==> src/rtl/if_stage.sv <==
// Instruction-fetch stage: owns the PC and the IF/ID pipeline register,
// drives the instruction memory read port and applies stall / ID-stage
// redirects. Memory read is combinational, so an instruction fetched at pc
// lands in IF/ID on the next posedge.
module if_stage #(
  parameter logic [31:0] PC_RESET = 32'h0000_0000,
  parameter int          CNT_W    = 32
) (
  input  logic             clock,
  input  logic             reset,
  input  logic             stall,
  input  logic             branch_taken,
  input  logic [15:0]      branch_offset,
  input  logic             jump,
  input  logic [25:0]      jump_index,
  input  logic [31:0]      imem_data,
  output logic [31:0]      imem_addr,
  output logic             imem_ren,
  output logic [31:0]      pc,
  output logic [31:0]      if_id_instr,
  output logic [31:0]      if_id_pc4,
  output logic             if_id_valid,
  output logic [CNT_W-1:0] fetch_count,
  output logic [CNT_W-1:0] stall_count
);

  localparam logic [CNT_W-1:0] CNT_ONE  = CNT_W'(1);
  // The low PC bits are forced to zero so the PC stays word-aligned even
  // if a misaligned reset vector is supplied.
  localparam logic [31:0]      PC_START = {PC_RESET[31:2], 2'b00};

  logic [31:0]      r_pc;
  logic [31:0]      r_if_id_instr;
  logic [31:0]      r_if_id_pc4;
  logic             r_if_id_valid;
  logic [CNT_W-1:0] r_fetch_count;
  logic [CNT_W-1:0] r_stall_count;

  logic             w_redirect;
  logic [31:0]      w_pc4;
  logic [31:0]      w_boffset;
  logic [31:0]      w_btarget;
  logic [31:0]      w_jtarget;
  logic [31:0]      w_target;

  // A bubble in IF/ID carries no real branch/jump, so redirect needs a valid slot.
  assign w_redirect = (branch_taken | jump) & r_if_id_valid;
  assign w_pc4      = r_pc + 32'd4;
  assign w_boffset  = {{14{branch_offset[15]}}, branch_offset, 2'b00};
  assign w_btarget  = r_if_id_pc4 + w_boffset;
  assign w_jtarget  = {r_if_id_pc4[31:28], jump_index, 2'b00};
  assign w_target   = jump ? w_jtarget : w_btarget;

  assign imem_addr   = {2'b00, r_pc[31:2]};
  assign imem_ren    = ~reset;
  assign pc          = r_pc;
  assign if_id_instr = r_if_id_instr;
  assign if_id_pc4   = r_if_id_pc4;
  assign if_id_valid = r_if_id_valid;
  assign fetch_count = r_fetch_count;
  assign stall_count = r_stall_count;

  // PC / IF/ID update: stall holds everything (redirect deferred until the
  // branch operands settle), redirect flushes one bubble, else fetch.
  // imem_data is only sampled on the fetch path so garbage seen during a
  // stall or redirect never reaches IF/ID.
  always_ff @(posedge clock or posedge reset) begin
    if (reset) begin
      r_pc          <= PC_START;
      r_if_id_instr <= 32'h0000_0000;
      r_if_id_pc4   <= 32'h0000_0000;
      r_if_id_valid <= 1'b0;
      r_fetch_count <= '0;
      r_stall_count <= '0;
    end else if (stall) begin
      r_stall_count <= r_stall_count + CNT_ONE;
    end else if (w_redirect) begin
      r_pc          <= w_target;
      r_if_id_instr <= 32'h0000_0000;
      r_if_id_valid <= 1'b0;
    end else begin
      r_pc          <= w_pc4;
      r_if_id_instr <= imem_data;
      r_if_id_pc4   <= w_pc4;
      r_if_id_valid <= 1'b1;
      r_fetch_count <= r_fetch_count + CNT_ONE;
    end
  end

endmodule

==> config.mk <==
export PLATFORM = sky130hd
export DESIGN_NAME = if_stage
export DESIGN_NICKNAME = d
export VERILOG_FILES = /design/src/rtl/if_stage.sv
export SDC_FILE = /design/constraint.sdc
export NUM_CORES = 1
export LEC_CHECK = 0
export CORE_MARGIN = 2
export CORE_UTILIZATION = 49
export CTS_CLUSTER_DIAMETER = 60
export DETAILED_ROUTE_END_ITERATION = 10
export PLACE_DENSITY = 0.82
export SKIP_LAST_GASP = 1
export SLEW_MARGIN = 40
export SYNTH_ARGS = -nofsm -noshare
export SYNTH_HDL_FRONTEND = slang
export SYNTH_SLANG_ARGS = --single-unit
==> constraint.sdc <==
create_clock -name clock -period 7.3 [get_ports clock]
set_input_delay 1.46 -clock clock [delete_from_list [all_inputs] [get_ports clock]]
set_output_delay 1.46 -clock clock [all_outputs]
set_load 0.01 [all_outputs]
* Word level (Yosys, flattened, before mapping)
Cells that the tools add are included.
Word-level totals: bits in registers 161, output and inout port bits 194, input port bits 79, word-level logic and storage cells 20
Cells by class: mux-type cells 4, bitwise operators 5, add/subtract/negate cells 4, reduce and logical (&&, ||, !) cells 1
Operators by type and width (count):
- 32-bit 2-to-1 mux | 3
- 32-bit by 1-bit adder with 32-bit output (second input constant) | 2
- 32-bit by 3-bit adder with 32-bit output (second input constant) | 1
- 32-bit adder | 1
- 1-bit inverter | 3
- 2-bit AND reduction | 1
- 1-bit bitwise AND | 1
- 1-bit 2-to-1 mux | 1
- 1-bit bitwise OR | 1

* Depth between registers and ports, before layout
depth in word-level cells 4, gate-level depth with buffers 10, gate-level depth less buffers 10

* Least setup slack after synthesis
OpenSTA, ideal clock, no wires.
path type input port to output port, start point input reset, end point output imem_ren, required time 5840 ps, buffers on the path 0, stages on the path 1, path slack 1015 ps, data arrival time 4825 ps, cell sequence inv_1
On the way: cells in the longest elaborated chain, start to end 1
RTL lines:
- from (decl) | RTL line 10 | input logic reset,
- 1-bit inverter | RTL line 55 | assign imem_ren = ~reset;
- to (decl) | RTL line 18 | output logic imem_ren,
No other way between the ends.

* Worst setup path in the final report
Same ends and word-level chain as after synthesis.

==> impl_results.md <==
- Port Buffer Count: 270
- Synthesis-to-finish area growth: 34.03%
- Row count: 50
- Yosys top cell area share: 42.85%
- Die area: 20,310 um2
- Number of global-route vias before repair: 8,095
- Drt pass-1 iters: 5
- Post-DP HPWL: 19,060 um
- Layout cells sized above 1: 7.067%
- # hold bufs at CTS: 0
- Seq/Total Area, Yosys: 42.85%
- Max Clock Freq: 215.9 MHz
- Count of final setup violators: 0
- WL final: 26,320 um
- Root buffer cell: clkbuf_16
- Pins Over Slew Limit: 0
- Max-Cap Viols: 0
- H-tree lvl count: 4
- Ys async rst share: 100.0%
- Die X: 142.5 um
- Number of flops mapped to enable cells by yosys: 0
- WL/cell: 18.14 um
- Number of gates resized after CTS: 0
- Post-Syn Area per Cell: 9.507 um2
- Pwr Total: 4.051 mW
- Largest net degree at the start of global routing: 100
- Ant. Diodes: 0
- Core ar.: 18,770 um2
- Post-synthesis register bit count: 161
- Worst slew pin tran: 834.9 ps
- Via-to-Cell Ratio: 5.751
- First-pass GRT wire length: 41,830 um
- IO Count: 273
- CP cell instances: clkdlybuf4s50_1 -> inv_8 -> clkdlybuf4s50_1
- Cell Area, Synth: 9403 um2
- Count of cell types in the netlist: 79
- Synth area leaders: dfrtp_1 43%, xnor2_1 6.0%, nand2_1 5.1%
- Nets: 1,316
- Fin Clk Skew: 15.97 ps
- Initial antenna violation count: 0
- Register area: 4029 um2
- Warnings, synthesis: 0
- Pwr Density: 321.4 nW/um2
- Worst setup EP type: primary output
- Clock power share: 22.2%
- Fin crit share: 63.46%
- Startpoint types: input pin
- Power share of the combinational group: 43.5%
- RSZ-0062 raised after global routing: false
- Status: complete, no violations
- GRT Total Usage: 25.94%
- CTS Buf Count: 17
- Sw Share: 39.17%
- Longest Clk Path Bufs: 2
- Worst setup margin: 2667 ps
- Minimum clock period: 4633 ps
- # DRC: 0
- Arrival time worst endpoint: 3170 ps
- Dpl ws: 2628 ps
- Dpl cell area: 12,000 um2
- Worst skew pair latency: 440 ps
- Share of power burned in registers: 34.2%
- Vias: 8,344
- Multi-input logic area: 4897 um2
- VDD IR max: 0.2203 mV
- Die H: 142.5 um
- Setup TNS: 0 ps
- Congestion Overflow GR: 0
- Placer congestion estimate: 0.9259
- Most used cell, CP: clkdlybuf4s50_1
- Mapped Cells: 989
- Post-CTS Repair Setup Buffers: 0
- Lkg Pwr: 5.360 nW
- Setup Crit Path Kind: in2out
- Initial core utilization: 50.10%
- Fin area: 12,600 um2
- CP max stage delay: 660 ps
- Most used DFF post-synth: dfrtp_1
- Slew HR: 43.99%
- Clk pin slew, worst setup/hold paths: 80 ps
- Yosys top cell by area: dfrtp_1
- CTS tree: built
- DR iter-0 viols: 583
- Internal power: 2.464 mW
- Slowest CP cell: clkdlybuf4s50_1
- Detail Route Antenna Nets: 0
- CP max FO: 99
- Clock sink total: 161
- Worst Path Required: 5840 ps
- Min-Delay Path Class: reg2reg
- Fillers: 1,433
- Final Hold Viols: 0
- Switching pwr: 1.587 mW
## path summary, 6_finish.rpt
kind	cells past startpoint	start	to	slack (ps)
max	3	reset	imem_ren	2670
min	1	stall_count[31]	stall_count[31]	470
max reg2reg	10	if_id_pc4[2]	pc[26]	4380
min reg2reg	1	stall_count[31]	stall_count[31]	470
max in group asynchronous	3	reset	fetch_count[0]	4660
min in group asynchronous	2	reset	if_id_instr[27]	1550
## per-stage QoR
stage                     hold WS (ps)  utilization [%]  std cells
after floorplan                  461.9                -        990
after global placement           456.1            63.86       1419
after detailed placement         457.4            63.92       1419
after CTS                        471.4            67.11       1451
after global routing             476.4            67.15       1451
final                            468.2            67.15       1451
## cell type report
cell class | count | share of cell area, %
inverters | 12 | 0.4170
repair buffers | 274 | 21.67
well taps | 234 | 2.323
flip-flops and latches | 161 | 31.97
multi-input cells | 738 | 38.86
clock buffers | 18 | 3.485
clock inverters | 14 | 1.271
## placed cells by master (no fill, tap or decap), types with 19 or more instances in the layout
cell and n:
nand4_1 19, nand3_1 39, o21ai_0 69, nor2_1 61, xor2_1 45, a22o_1 32
nand2_1 128, a21oi_1 48, clkdlybuf4s50_1 269, ha_1 32, dfrtp_1 161, xnor2_1 64
## registers in the layout, indices dropped and copies added, names as in the netlist
| signal | count |
|---|---|
| pc | 32 |
| if_id_pc4 | 32 |
| if_id_valid | 1 |
| stall_count | 32 |
| fetch_count | 32 |
| if_id_instr | 32 |
## power groups by stage
stage	clock network [mW]	registers (mW)	logic [mW]
2_1_floorplan	0	1.40	1.00
3_3_place_gp	0	1.39	1.72
3_5_place_dp	0	1.40	1.75
4_1_cts	0.912	1.38	1.76
5_1_grt	0.950	1.42	1.93
6_report	0.900	1.39	1.76
## layer usage
metal  up-vias  global-route usage (%)  part of all wire [%]
met2       366                   41.90                    47
li1       3927                       -                     -
met3        58                   5.518                   7.3
met1      3993                   34.85                    43
met5         -                       0                     0
met4         0                   8.755                   2.7
## worst max-delay path, delay by kind of cell
family / cells / cell delay (ps)
buffers and inverters: 3 / 1680
## cell families (layout without fill, tap and decap cells)
group / after synthesis / in the layout / share of synthesized area, %
AOI/OAI and AO/OA: 242 / 242 / 17.43
xor gates and xnor gates: 109 / 109 / 10.15
adders and majority gates: 33 / 33 / 4.471
buffers and inverters: 91 / 318 / 5.243
DFF: 161 / 161 / 42.85
muxes: 10 / 10 / 1.078
other: 1 / 2 / 0.03988
and+or+nand+nor: 342 / 342 / 18.74
## synthesized netlist by cell type, drive strengths merged, types with 11 or more instances
cell / count
o21ai: 79
nand2: 131
a22o: 32
nand4: 24
xnor2: 64
a21o: 12
a21oi: 51
inv: 11
ha: 32
buf: 53
nor2: 70
xor2: 45
and3: 18
clkbuf: 26
dfrtp: 161
nand3: 43
nor3: 19
(Power assumes the default switching activity.)
